[config.mk]
export PLATFORM = sky130hd
export DESIGN_NAME = fetch_queue
export DESIGN_NICKNAME = d
export VERILOG_FILES = /design/src/rtl/fetch_queue.sv
export SDC_FILE = /design/constraint.sdc
export NUM_CORES = 1
export LEC_CHECK = 0
export BUFFER_PORTS_ARGS = -buffer_cell sky130_fd_sc_hd__buf_2
export CORE_ASPECT_RATIO = 0.5
export CORE_MARGIN = 2
export CORE_UTILIZATION = 51
export DETAILED_ROUTE_END_ITERATION = 6
export PLACE_DENSITY = 0.84
export SLEW_MARGIN = 20
export SYNTH_ARGS = -nofsm -noshare
export SYNTH_HDL_FRONTEND = slang
export SYNTH_SLANG_ARGS = --single-unit
[constraint.sdc]
create_clock -name clk -period 2.7 [get_ports clk]
set_clock_uncertainty 0.15 [all_clocks]
set_input_delay 0.27 -clock clk [delete_from_list [all_inputs] [get_ports clk]]
set_output_delay 0.27 -clock clk [all_outputs]
set_load 0.01 [all_outputs]
[src/rtl/fetch_queue.sv]
// fetch_queue: instruction prefetch FIFO between memory and decode.
// Ports: clk/rst_n; redirect_i/redirect_addr_i restart fetch;
//   hold_i suppresses reads; mem_re_o/mem_addr_o/mem_data_i/mem_wait_i
//   talk to memory; instr_valid_o/instr_o/instr_pc_o/instr_ready_i feed
//   decode; count_o reports occupancy.
module fetch_queue #(
    parameter int                       PC_W       = 16,
    parameter int                       BANK_W     = 8,
    parameter int                       DATA_W     = 16,
    parameter int                       DEPTH      = 4,
    parameter logic [BANK_W+PC_W-1:0]   RESET_ADDR = '0
) (
    input  logic                        clk,
    input  logic                        rst_n,
    input  logic                        redirect_i,
    input  logic [BANK_W+PC_W-1:0]      redirect_addr_i,
    input  logic                        hold_i,
    output logic                        mem_re_o,
    output logic [BANK_W+PC_W-1:0]      mem_addr_o,
    input  logic [DATA_W-1:0]           mem_data_i,
    input  logic                        mem_wait_i,
    output logic                        instr_valid_o,
    output logic [DATA_W-1:0]           instr_o,
    output logic [BANK_W+PC_W-1:0]      instr_pc_o,
    input  logic                        instr_ready_i,
    output logic [$clog2(DEPTH):0]      count_o
);

    localparam int ADDR_W = BANK_W + PC_W;
    localparam int PTR_W  = $clog2(DEPTH);
    localparam int CNT_W  = PTR_W + 1;
    localparam logic [CNT_W-1:0]  DEPTH_C = CNT_W'(DEPTH);
    localparam logic [ADDR_W-1:0] EVEN_M  = ~ADDR_W'(1);
    localparam logic [ADDR_W-1:0] RST_A   = RESET_ADDR & EVEN_M;

    typedef enum logic [1:0] {
        IDLE  = 2'd0,
        FETCH = 2'd1,
        FULL  = 2'd2
    } state_e;

    state_e              state_q, state_d;
    logic [CNT_W-1:0]    count_q, count_d;
    logic [PTR_W-1:0]    head_q, head_d;
    logic [PTR_W-1:0]    tail_q, tail_d;
    logic [ADDR_W-1:0]   faddr_q, faddr_d;

    logic [DATA_W-1:0]   dat_q [DEPTH];
    logic [ADDR_W-1:0]   pc_q  [DEPTH];

    logic                push;
    logic                pop;

    // Gated by rst_n so no request is visible while reset is held.
    assign mem_re_o = rst_n & (state_q == FETCH) & ~hold_i
                    & ~redirect_i & (count_q < DEPTH_C);
    assign mem_addr_o    = faddr_q;
    assign instr_valid_o = (count_q != '0);
    assign instr_o       = dat_q[head_q];
    assign instr_pc_o    = pc_q[head_q];
    assign count_o       = count_q;

    always_comb begin
        push    = mem_re_o & ~mem_wait_i;
        pop     = instr_valid_o & instr_ready_i & ~redirect_i;
        state_d = state_q;
        count_d = count_q;
        head_d  = head_q;
        tail_d  = tail_q;
        faddr_d = faddr_q;
        if (redirect_i) begin
            // Redirect wins over any same-cycle push or pop.
            state_d = FETCH;
            count_d = '0;
            head_d  = '0;
            tail_d  = '0;
            faddr_d = redirect_addr_i & EVEN_M;
        end else begin
            if (push) begin
                tail_d  = tail_q + PTR_W'(1);
                // pc wraps inside the current bank.
                faddr_d = {faddr_q[ADDR_W-1:PC_W],
                           faddr_q[PC_W-1:0] + PC_W'(2)};
            end
            if (pop) begin
                head_d = head_q + PTR_W'(1);
            end
            unique case ({push, pop})
                2'b10:   count_d = count_q + CNT_W'(1);
                2'b01:   count_d = count_q - CNT_W'(1);
                default: count_d = count_q;
            endcase
            unique case (state_q)
                IDLE:    state_d = FETCH;
                FETCH:   state_d = (count_d == DEPTH_C) ? FULL : FETCH;
                FULL:    state_d = (count_d < DEPTH_C) ? FETCH : FULL;
                default: state_d = FETCH;
            endcase
        end
    end

    always_ff @(posedge clk or negedge rst_n) begin
        if (!rst_n) begin
            state_q <= FETCH;
            count_q <= '0;
            head_q  <= '0;
            tail_q  <= '0;
            faddr_q <= RST_A;
        end else begin
            state_q <= state_d;
            count_q <= count_d;
            head_q  <= head_d;
            tail_q  <= tail_d;
            faddr_q <= faddr_d;
        end
    end

    // Payload storage carries no reset; validity comes from count_q.
    always_ff @(posedge clk) begin
        if (push) begin
            dat_q[tail_q] <= mem_data_i;
            pc_q[tail_q]  <= faddr_q;
        end
    end

endmodule

==> Implementation_results.wiki, run 1 <==
{| class="wikitable"
! Metric !! Value
|-
| Max-cap violation count || 0
|-
| Switching part of the total || 0.219
|-
| Clk network pwr share || 0.384
|-
| Average wire per cell in the routed design || 20.6 um
|-
| Result of the run || finished clean
|-
| Setup-violating endpoint count in the final report || 0
|-
| Worst-margin pin slew || 523 ps
|-
| Critical R2R Launch || state_q[0]$_DFF_PN1_
|-
| Count of flip-flops with a built-in enable after synthesis || 156
|-
| Synthesized cell area || 0.00742 mm^2
|-
| DR iter-0 viols || 393
|-
| Req. time, crit path || 2870 ps
|-
| CTS sink count || 188
|-
| Worst reg2reg path depth || 9
|-
| Depth of the CTS H-tree || 4
|-
| Number of antenna violations at the first check in global routing || 0
|-
| Launch point of the worst hold path || instr_ready_i
|-
| Detail Route Antenna Nets || 0
|-
| Yosys warning count || 0
|-
| Endpoint with the worst hold slack || head_q[0]$_DFFE_PN0P_
|-
| Syn_area_per_cell || 19.1 um^2
|-
| Layout cell share with drive strength beyond 1 || 0.385
|-
| CP Capture Type || flip-flop
|-
| P_int || 4.68 mW
|-
| Startpoint type of the worst setup path || flip-flop
|-
| Placed instance count || 697
|-
| Leading cell types in the layout, fill and taps excluded || edfxtp_1, buf_2, dlygate4sd3_1
|-
| Final worst-path setup slack || 110 ps
|-
| Relative contribution of combinational cells to total power || 0.066
|-
| Via count of the first global-routing pass || 4395
|-
| Starting utilization of the core area || 0.517
|-
| Total CTS buffers || 17
|-
| Count of buffers from port buffering || 111
|-
| Post-route DRC || 0
|-
| Flop pwr share || 0.550
|-
| Total inserted antenna cells || 0
|-
| Final min period || 2590 ps
|-
| Net switching power figure || 1.31 mW
|-
| Post-placement worst setup slack || 92.4 ps
|-
| Data arrival time of the worst path || 2760 ps
|-
| Hold Path Stages || 4
|-
| Fin crit share || 0.959
|-
| Boundary Pins || 115
|-
| Worst setup slack for register-to-register paths || 110 ps
|-
| Relative max-transition margin || 0.651
|-
| Seq/Total Area, Yosys || 0.739
|-
| CTS max path bufs || 2
|-
| First-pass GRT wire length || 23.7 mm
|-
| Areal power density over the cells || 646 mW/mm^2
|-
| Overflow left after global routing || 0
|-
| Critical R2R Capture || state_q[1]$_DFF_PN0_
|-
| Number of flip-flops and latches in the synthesized netlist || 188
|-
| Cell Rows || 31
|-
| Number of cells in the finished layout apart from fillers || 770
|-
| Pre-Repair DR Iteration Count || 5
|-
| Largest net degree at the start of global routing || 40
|-
| Share of flip-flops with an asynchronous set or reset after synthesis || 0.170
|-
| GPL Wtd Cong || 0.796
|-
| Clk pin slew, worst setup/hold paths || 60 ps
|-
| Std-Cell Core Area || 0.0144 mm^2
|-
| Final Hold Violating Endpoints || 0
|-
| Worst setup path class || flip-flop to flip-flop
|-
| NumNets Final || 614
|-
| Most common cell after layout, fill and taps aside || edfxtp_1
|-
| Synthesis-to-layout area growth || 25.1%
|-
| Placed wire-length estimate after detailed placement || 9.32 mm
|-
| Max rail drop VDD || 0.000458 V
|-
| Tot GR Track Use || 0.208
|-
| Clock tree root driver cell || clkbuf_16
|-
| Post-Synthesis Cells || 389
|-
| Library cell occupying the most area in the post-synthesis netlist || edfxtp_1
|-
| Via density per instance || 5.67
|-
| Die Span X || 175 um
|-
| Vertical die dimension || 89.3 um
|-
| Critical path fanouts, max || 6
|-
| Overall routed net length || 15.9 mm
|-
| Utilization of the core after routing || 0.647
|-
| Final number of max-transition violations || 0
|-
| Clock latency at the later pin of the worst-skew pair || 430 ps
|-
| Commonest register cell after synthesis || edfxtp_1
|-
| Number of distinct library cells after synthesis || 49
|-
| Maximum achievable frequency || 0.386 GHz
|-
| Die Outline Area || 0.0156 mm^2
|-
| Leak pwr || 3.35 nW
|-
| Largest cells by area after synthesis || edfxtp_1, mux4_2, dfrtp_1
|-
| Fraction of post-synthesis cell area in the top cell type by area || 0.631
|-
| Number of vias after detailed routing || 4366
|-
| CTS tree || yes
|-
| Worst hold-check path type || input port to flip-flop
|}
-- through the flow --
| step | instance area (um^2) | total power [mW] | hold slack [ps] | TNS [ps] |
|---|---|---|---|---|
| CTS | 9250 | 6.00 | 86.9 | 0 |
| global route | 9280 | 6.19 | 113 | -36.8 |
| detailed placement | 8310 | 3.70 | 227 | 0 |
| floorplan | 7430 | 3.52 | -176 | 0 |
| finish | 9280 | 5.99 | 90.6 | 0 |
| global placement | 8310 | 3.68 | 218 | 0 |
-- cell families (layout without fill, tap and decap cells) --
group,after synthesis,after routing,share of synthesized area
and+or+nand+nor,72,72,0.0531
other,1,2,0.000505
DFF,188,188,0.739
xor gates and xnor gates,6,6,0.00708
muxes,49,49,0.133
AOI/OAI and AO/OA,32,32,0.0324
buffers and inverters,32,214,0.0182
adders and majority gates,9,9,0.0162
-- worst max-delay path by stage --
stage	start	to	slack, ps	cells past startpoint
after floorplan	state_q[0]$_DFF_PN1_	state_q[1]$_DFF_PN0_	80	10
after global placement	state_q[0]$_DFF_PN1_	state_q[1]$_DFF_PN0_	180	9
after detailed placement	state_q[0]$_DFF_PN1_	state_q[1]$_DFF_PN0_	90	9
after CTS	state_q[0]$_DFF_PN1_	state_q[1]$_DFF_PN0_	70	9
after global routing	state_q[0]$_DFF_PN1_	state_q[1]$_DFF_PN0_	-40	9
final	state_q[0]$_DFF_PN1_	state_q[1]$_DFF_PN0_	110	9
-- synthesized netlist by cell type (3+ instances only) --
cell / number
nor4_1: 3
nand2_1: 17
ha_1: 8
o21ai_0: 6
and3_1: 7
mux4_2: 39
nand4_1: 6
a221o_1: 4
a21oi_1: 4
o311ai_0: 4
mux2_2: 8
xor2_1: 5
or3_1: 3
edfxtp_1: 156
buf_2: 5
inv_1: 13
dfrtp_1: 31
nor2_1: 14
clkbuf_1: 9
o211ai_1: 3
nand3_1: 10
-- per-layer routing --
layer | track usage | share of wire | vias to the layer above
li1 | - | - | 1904
met1 | 0.256 | 0.40 | 2224
met2 | 0.360 | 0.51 | 195
met3 | 0.0434 | 0.058 | 43
met4 | 0.105 | 0.028 | 0
met5 | 0.0149 | 0 | -
-- registers in the layout (all words and copies together) (netlist names) --
name	flops
tail_q	2
state_q	2
dat_q	64
count_o	3
mem_addr_o	23
pc_q	92
head_q	2
-- critical path, cell delays in order (launching register included) --
cell and delay, ps:
dfstp_2 540, ha_2 200, and3b_1 170, and2_1 140, inv_1 60, ha_2 380, or3b_2 450, o21ai_1 130
a21oi_1 110, nor4_2 160
-- power groups by stage --
stage	Clock [mW]	Sequential (mW)	Combinational [mW]
final	2.30	3.30	0.395
after floorplan	0	3.35	0.174
after CTS	2.31	3.30	0.394
after global routing	2.45	3.31	0.428
after global placement	0	3.35	0.333
after detailed placement	0	3.36	0.345
-- area by class of cell --
cell class	instances	area, um^2
flip-flops and latches	188	5490
fillers	949	5070
multi-input cells	170	1830
repair buffers	169	1130
clock buffers	21	440
well taps	198	248
clock inverters	11	96.3
inverters	13	48.8
-- repair_timing --
action,CTS,global route
endpoints found under the setup margin,0,2
resized for setup,0,6
hold buffers,40,0
hold endpoints to repair,118,0
buffers inserted,0,1
Power figures use the tool's default switching activity.
==> run 2, diff against run 1 <==
--- a/config.mk
+++ b/config.mk
@@ -11,6 +11,7 @@
 export CORE_UTILIZATION = 51
 export DETAILED_ROUTE_END_ITERATION = 6
 export PLACE_DENSITY = 0.84
+export SETUP_SLACK_MARGIN = 0.15
 export SLEW_MARGIN = 20
 export SYNTH_ARGS = -nofsm -noshare
 export SYNTH_HDL_FRONTEND = slang
==> run 2 against run 1 <==
Net effect: global-route usage fell by 0.18 points; first-iteration DRC count fell by 20%; hold slack got worse by 19 ps; power fell by 0.40%; non-clock buffer count rose by 2; sequential power barely moved; clock power barely moved; core utilization rose by 0.14 points; sequential share of layout area fell by 0.10 points; setup slack improved by 140 ps; combinational power barely moved; critical endpoint unchanged; highest routed layer unchanged.
==> Implementation_results.wiki, run 2 (synthesis results as in run 1) <==
{| class="wikitable"
! Metric !! Value
|-
| Result of the run || finished clean
|-
| P_int || 4.67 mW
|-
| Worst setup path class || flip-flop to flip-flop
|-
| Setup-violating endpoint count in the final report || 0
|-
| Clock latency at the later pin of the worst-skew pair || 420 ps
|-
| Worst hold-check path type || input port to flip-flop
|-
| Final min period || 2450 ps
|-
| First-pass GRT wire length || 23.4 mm
|-
| Overflow left after global routing || 0
|-
| Fin crit share || 0.909
|-
| Worst-margin pin slew || 504 ps
|-
| Synthesis-to-layout area growth || 25.3%
|-
| Setup TNS || 0 ps
|-
| Net switching power figure || 1.30 mW
|-
| Worst stage delay on the critical path || 540 ps
|-
| Setup repair after global routing missed its margin || true
|-
| Starting utilization of the core area || 0.517
|-
| Max reg flops || 92
|-
| Largest net degree at the start of global routing || 38
|-
| Cell Rows || 31
|-
| Placed wire-length estimate after detailed placement || 9.44 mm
|-
| Total CTS buffers || 17
|-
| Areal power density over the cells || 642 mW/mm^2
|-
| CP Capture Type || flip-flop
|-
| Layout cell share with drive strength beyond 1 || 0.394
|-
| Req. time, crit path || 2870 ps
|-
| Die Span X || 175 um
|-
| Die Outline Area || 0.0156 mm^2
|-
| Total Power || 5.97 mW
|-
| Total inserted antenna cells || 0
|-
| GPL Wtd Cong || 0.811
|-
| Average wire per cell in the routed design || 20.0 um
|-
| Boundary Pins || 115
|-
| Detail Route Antenna Nets || 0
|-
| Placement-stage cell area || 0.00831 mm^2
|-
| Cell-by-cell trace of the critical path || ha_2 -> and3b_1 -> and2_1 -> inv_2 -> ha_4 -> or3b_2 -> o21ai_2 -> a21oi_1 -> nor4_2
|-
| Pre-Repair DR Iteration Count || 5
|-
| Flop pwr share || 0.553
|-
| Critical path fanouts, max || 6
|-
| Switching part of the total || 0.218
|-
| Clock tree root driver cell || clkbuf_16
|-
| CTS sink count || 188
|-
| Bufs and invs on worst path || 1
|-
| Number of cells in the finished layout apart from fillers || 772
|-
| Final Hold Violating Endpoints || 0
|-
| Post-route DRC || 0
|-
| Relative max-transition margin || 0.664
|-
| Clk pin slew, worst setup/hold paths || 70 ps
|-
| Final number of max-transition violations || 0
|-
| Startpoint type of the worst setup path || flip-flop
|-
| Tot GR Track Use || 0.206
|-
| Data arrival time of the worst path || 2630 ps
|-
| Largest Register || pc_q
|-
| Non-Filler Cell Area, Final || 0.00930 mm^2
|-
| Clk network pwr share || 0.381
|-
| Std-Cell Core Area || 0.0144 mm^2
|-
| Number of filler cells placed in the layout || 995
|-
| Number of antenna violations at the first check in global routing || 0
|-
| CTS tree || yes
|-
| Fin Hold WS || 72.0 ps
|-
| Leak pwr || 3.36 nW
|-
| CTS max path bufs || 2
|-
| Max-cap violation count || 0
|-
| Vertical die dimension || 89.3 um
|-
| Maximum achievable frequency || 0.407 GHz
|-
| NumNets Final || 616
|-
| CP max stage cell || dfstp_2
|-
| Via density per instance || 5.63
|-
| DR iter-0 viols || 314
|-
| Placed instance count || 696
|-
| Leading cell types in the layout, fill and taps excluded || edfxtp_1, buf_2, dlygate4sd3_1
|-
| Overall routed net length || 15.4 mm
|-
| Depth of the CTS H-tree || 4
|-
| Number of vias after detailed routing || 4348
|-
| Max rail drop VDD || 0.000477 V
|-
| Count of buffers from port buffering || 111
|-
| Largest delay share family, worst path || simple AND/OR/NAND/NOR gates
|-
| Most common cell after layout, fill and taps aside || edfxtp_1
|-
| Via count of the first global-routing pass || 4304
|-
| Relative contribution of combinational cells to total power || 0.066
|}
==> run 2: changes by cell type in the layout (fill, tap and decap cells not counted), sizes merged <==
cell	before	now
buf	129	130
clkbuf	21	18
clkinv	6	9
dlygate4sd3	40	41
==> run 2: area by class of cell <==
type | count | area (um^2) | area share
clock buffers | 18 | 429 | 0.0461
clock inverters | 14 | 104 | 0.0112
inverters | 13 | 48.8 | 0.00525
multi-input cells | 170 | 1850 | 0.198
flip-flops and latches | 188 | 5490 | 0.590
well taps | 198 | 248 | 0.0266
repair buffers | 171 | 1130 | 0.122
==> run 2: path summary, 6_finish.rpt <==
path | start | end | slack [ps] | cells after the start
setup / recovery | state_q[0]$_DFF_PN1_ | state_q[1]$_DFF_PN0_ | 250 | 9
hold / removal | instr_ready_i | head_q[0]$_DFFE_PN0P_ | 70 | 4
setup reg to reg | state_q[0]$_DFF_PN1_ | state_q[1]$_DFF_PN0_ | 250 | 9
hold reg to reg | mem_addr_o[20]$_DFFE_PN0P_ | pc_q[1][20]$_DFFE_PP_ | 400 | 0
max in group asynchronous | rst_n | head_q[1]$_DFFE_PN0P_ | 1750 | 3
min in group asynchronous | rst_n | count_o[1]$_DFF_PN0_ | 310 | 3
==> run 2: metal layers <==
metal,vias to the layer above,global-route usage,share of wire
li1,1907,-,-
met1,2235,0.258,0.40
met2,176,0.371,0.53
met3,30,0.0408,0.052
met4,0,0.0705,0.019
met5,-,0,0
==> run 2: metrics by stage <==
stage / util / worst slack, ps
6_report: 0.648 / 245
5_1_grt: 0.648 / 129
4_1_cts: 0.645 / 174
3_5_place_dp: 0.579 / 125
3_3_place_gp: 0.579 / 253
2_1_floorplan: - / 177
==> run 2: what timing repair did <==
item,CTS,global route
hold buffers,41,0
setup endpoints to repair,2,3
buffers inserted,0,3
resized for setup,1,10
pin swaps,0,3
hold endpoints to repair,121,0
==> run 2: tightest hold or removal path, cell delays in order <==
cell and delay, ps:
buf_2 110, nand2_1 80, xor2_1 70, nor2_1 70
==> run 2: power by group through the flow <==
stage | sequential (mW) | clock, mW | combinational, mW
global placement | 3.35 | 0 | 0.333
floorplan | 3.35 | 0 | 0.175
finish | 3.30 | 2.28 | 0.392
detailed placement | 3.36 | 0 | 0.343
CTS | 3.30 | 2.31 | 0.393
global route | 3.31 | 2.42 | 0.425
==> run 3, diff against run 2 <==
--- a/config.mk
+++ b/config.mk
@@ -6,7 +6,7 @@
 export NUM_CORES = 1
 export LEC_CHECK = 0
 export BUFFER_PORTS_ARGS = -buffer_cell sky130_fd_sc_hd__buf_2
-export CORE_ASPECT_RATIO = 0.5
+export CORE_ASPECT_RATIO = 2
 export CORE_MARGIN = 2
 export CORE_UTILIZATION = 51
 export DETAILED_ROUTE_END_ITERATION = 6
==> run 3 against run 2 <==
Net effect: count of clock-buffer cells in the layout down 1; power grew 4.3%; sequential power hardly changed; first-iteration DRC count up 6.4%; setup slack worse by 51 ps; via count increased by 0.67%; largest cell class unchanged.
==> Implementation_results.wiki, run 3 (synthesis results as in run 1) <==
{| class="wikitable"
! Metric !! Value
|-
| Result of the run || finished clean
|-
| Worst setup path class || flip-flop to flip-flop
|-
| Area used by multi-input combinational logic || 0.00184 mm^2
|-
| CP Capture Type || flip-flop
|-
| Detail Route Antenna Nets || 0
|-
| Routed wl met2 || 8.92 mm
|-
| Critical path fanouts, max || 3
|-
| Maximum achievable frequency || 0.399 GHz
|-
| Number of vias after detailed routing || 4377
|-
| Worst-margin pin slew || 574 ps
|-
| Setup repair after global routing missed its margin || true
|-
| Startpoint type of the worst setup path || flip-flop
|-
| Worst hold-check path type || input port to flip-flop
|-
| CTS tree || yes
|-
| Clock latency at the later pin of the worst-skew pair || 430 ps
|-
| Largest Register || pc_q
|-
| Data arrival time of the worst path || 2690 ps
|-
| Std-Cell Core Area || 0.0143 mm^2
|-
| Depth of the CTS H-tree || 4
|-
| Utilization of the core after routing || 0.661
|-
| NumNets Final || 617
|-
| Met1 routed wirelength after detailed routing || 5.55 mm
|-
| Post-route DRC || 0
|-
| Via count of the first global-routing pass || 4559
|-
| Layout cell share with drive strength beyond 1 || 0.405
|-
| CTS max path bufs || 2
|-
| Largest net degree at the start of global routing || 40
|-
| Final min period || 2510 ps
|-
| Count of buffers from port buffering || 111
|-
| Max reg flops || 92
|-
| Cell Rows || 62
|-
| Number of antenna violations at the first check in global routing || 0
|-
| Critical R2R Launch || state_q[1]$_DFF_PN0_
|-
| Pre-Repair DR Iteration Count || 5
|-
| Areal power density over the cells || 659 mW/mm^2
|-
| Req. time, crit path || 2880 ps
|-
| Relative max-transition margin || 0.613
|-
| Max rail drop VDD || 0.000463 V
|-
| DR iter-0 viols || 334
|-
| CTS sink count || 188
|-
| Synthesis-to-layout area growth || 27.2%
|-
| Number of cells in the finished layout apart from fillers || 767
|-
| Overall routed net length || 15.8 mm
|-
| Leak pwr || 3.42 nW
|-
| Critical R2R Capture || state_q[1]$_DFF_PN0_
|-
| Fin Hold WS || 83.9 ps
|-
| Fin crit share || 0.928
|-
| GPL Wtd Cong || 0.833
|-
| Die Outline Area || 0.0156 mm^2
|-
| Tot GR Track Use || 0.213
|-
| First-pass GRT wire length || 24.2 mm
|-
| Total CTS buffers || 17
|-
| Max-cap violation count || 0
|-
| Setup-violating endpoint count in the final report || 0
|-
| Uppermost metal layer occupied by signal nets || met4
|-
| Routed length on met3 || 788 um
|-
| Overflow left after global routing || 0
|-
| Worst setup startpoint || state_q[1]$_DFF_PN0_
|-
| Placed instance count || 689
|-
| Worst setup slack for register-to-register paths || 190 ps
|-
| Clock tree root driver cell || clkbuf_16
|-
| Number of filler cells placed in the layout || 961
|-
| Placed wire-length estimate after detailed placement || 9.78 mm
|-
| Leading cell types in the layout, fill and taps excluded || edfxtp_1, buf_2, dlygate4sd3_1
|-
| Register area || 0.00549 mm^2
|-
| Via density per instance || 5.71
|-
| Vertical die dimension || 175 um
|-
| Average wire per cell in the routed design || 20.6 um
|-
| CP endpoint || state_q[1]$_DFF_PN0_
|-
| Die Span X || 89.3 um
|-
| Most common cell after layout, fill and taps aside || edfxtp_1
|-
| Final number of max-transition violations || 0
|-
| Setup TNS || 0 ps
|-
| Starting utilization of the core area || 0.520
|-
| Total inserted antenna cells || 0
|-
| Clk pin slew, worst setup/hold paths || 80 ps
|-
| Worst reg2reg path depth || 12
|-
| Boundary Pins || 115
|-
| Final Hold Violating Endpoints || 0
|}
-- run 3: metal layers --
layer	global-route usage	vias up
li1	-	1910
met1	0.248	2239
met2	0.371	185
met3	0.0359	43
met4	0.101	0
met5	0	-
-- run 3: what timing repair did --
item | CTS | global route
hold buffers | 40 | 0
resized for setup | 2 | 11
hold endpoints to repair | 118 | 0
buffers inserted | 0 | 6
pin swaps | 0 | 7
endpoints found under the setup margin | 2 | 3
-- run 3: critical path, stage by stage (launching register included) --
cell	delay [ps]
dfrtp_1	370
inv_2	60
ha_4	160
and3b_1	170
and2_4	150
inv_4	70
ha_4	140
inv_2	40
fa_1	540
nand2_1	80
o21ai_2	160
a21oi_1	80
nor4_1	250
-- run 3: metrics by stage --
| step | instance area (um^2) | setup slack, ps | total power [mW] |
|---|---|---|---|
| 6_report | 9440 | 194 | 6.22 |
| 5_1_grt | 9440 | 70.0 | 6.40 |
| 4_1_cts | 9370 | 164 | 6.25 |
| 3_5_place_dp | 8370 | 110 | 3.71 |
| 3_3_place_gp | 8370 | 246 | 3.69 |
| 2_1_floorplan | 7440 | 177 | 3.52 |
-- run 3: final cells by class --
type | count | share of cell area
clock buffer | 17 | 0.0451
clock inverter | 15 | 0.0186
inverter | 13 | 0.00543
multi-input combinational | 170 | 0.195
sequential | 188 | 0.582
tap | 192 | 0.0255
timing repair buffer | 172 | 0.129
-- run 3: report_power, final --
part / internal (mW) / switching [mW]
Sequential: 3.21 / 0.0895
Clock: 1.40 / 1.12
Combinational: 0.203 / 0.197
-- run 3: how the worst min path moves through the flow --
stage,from,endpoint,cells past startpoint
after global routing,instr_ready_i,head_q[0]$_DFFE_PN0P_,4
final,instr_ready_i,head_q[0]$_DFFE_PN0P_,4
after global placement,rst_n,mem_addr_o[16]$_DFFE_PN0P_,2
after CTS,instr_ready_i,head_q[1]$_DFFE_PN0P_,4
after detailed placement,rst_n,mem_addr_o[16]$_DFFE_PN0P_,2
after floorplan,rst_n,count_o[0]$_DFF_PN0_,0
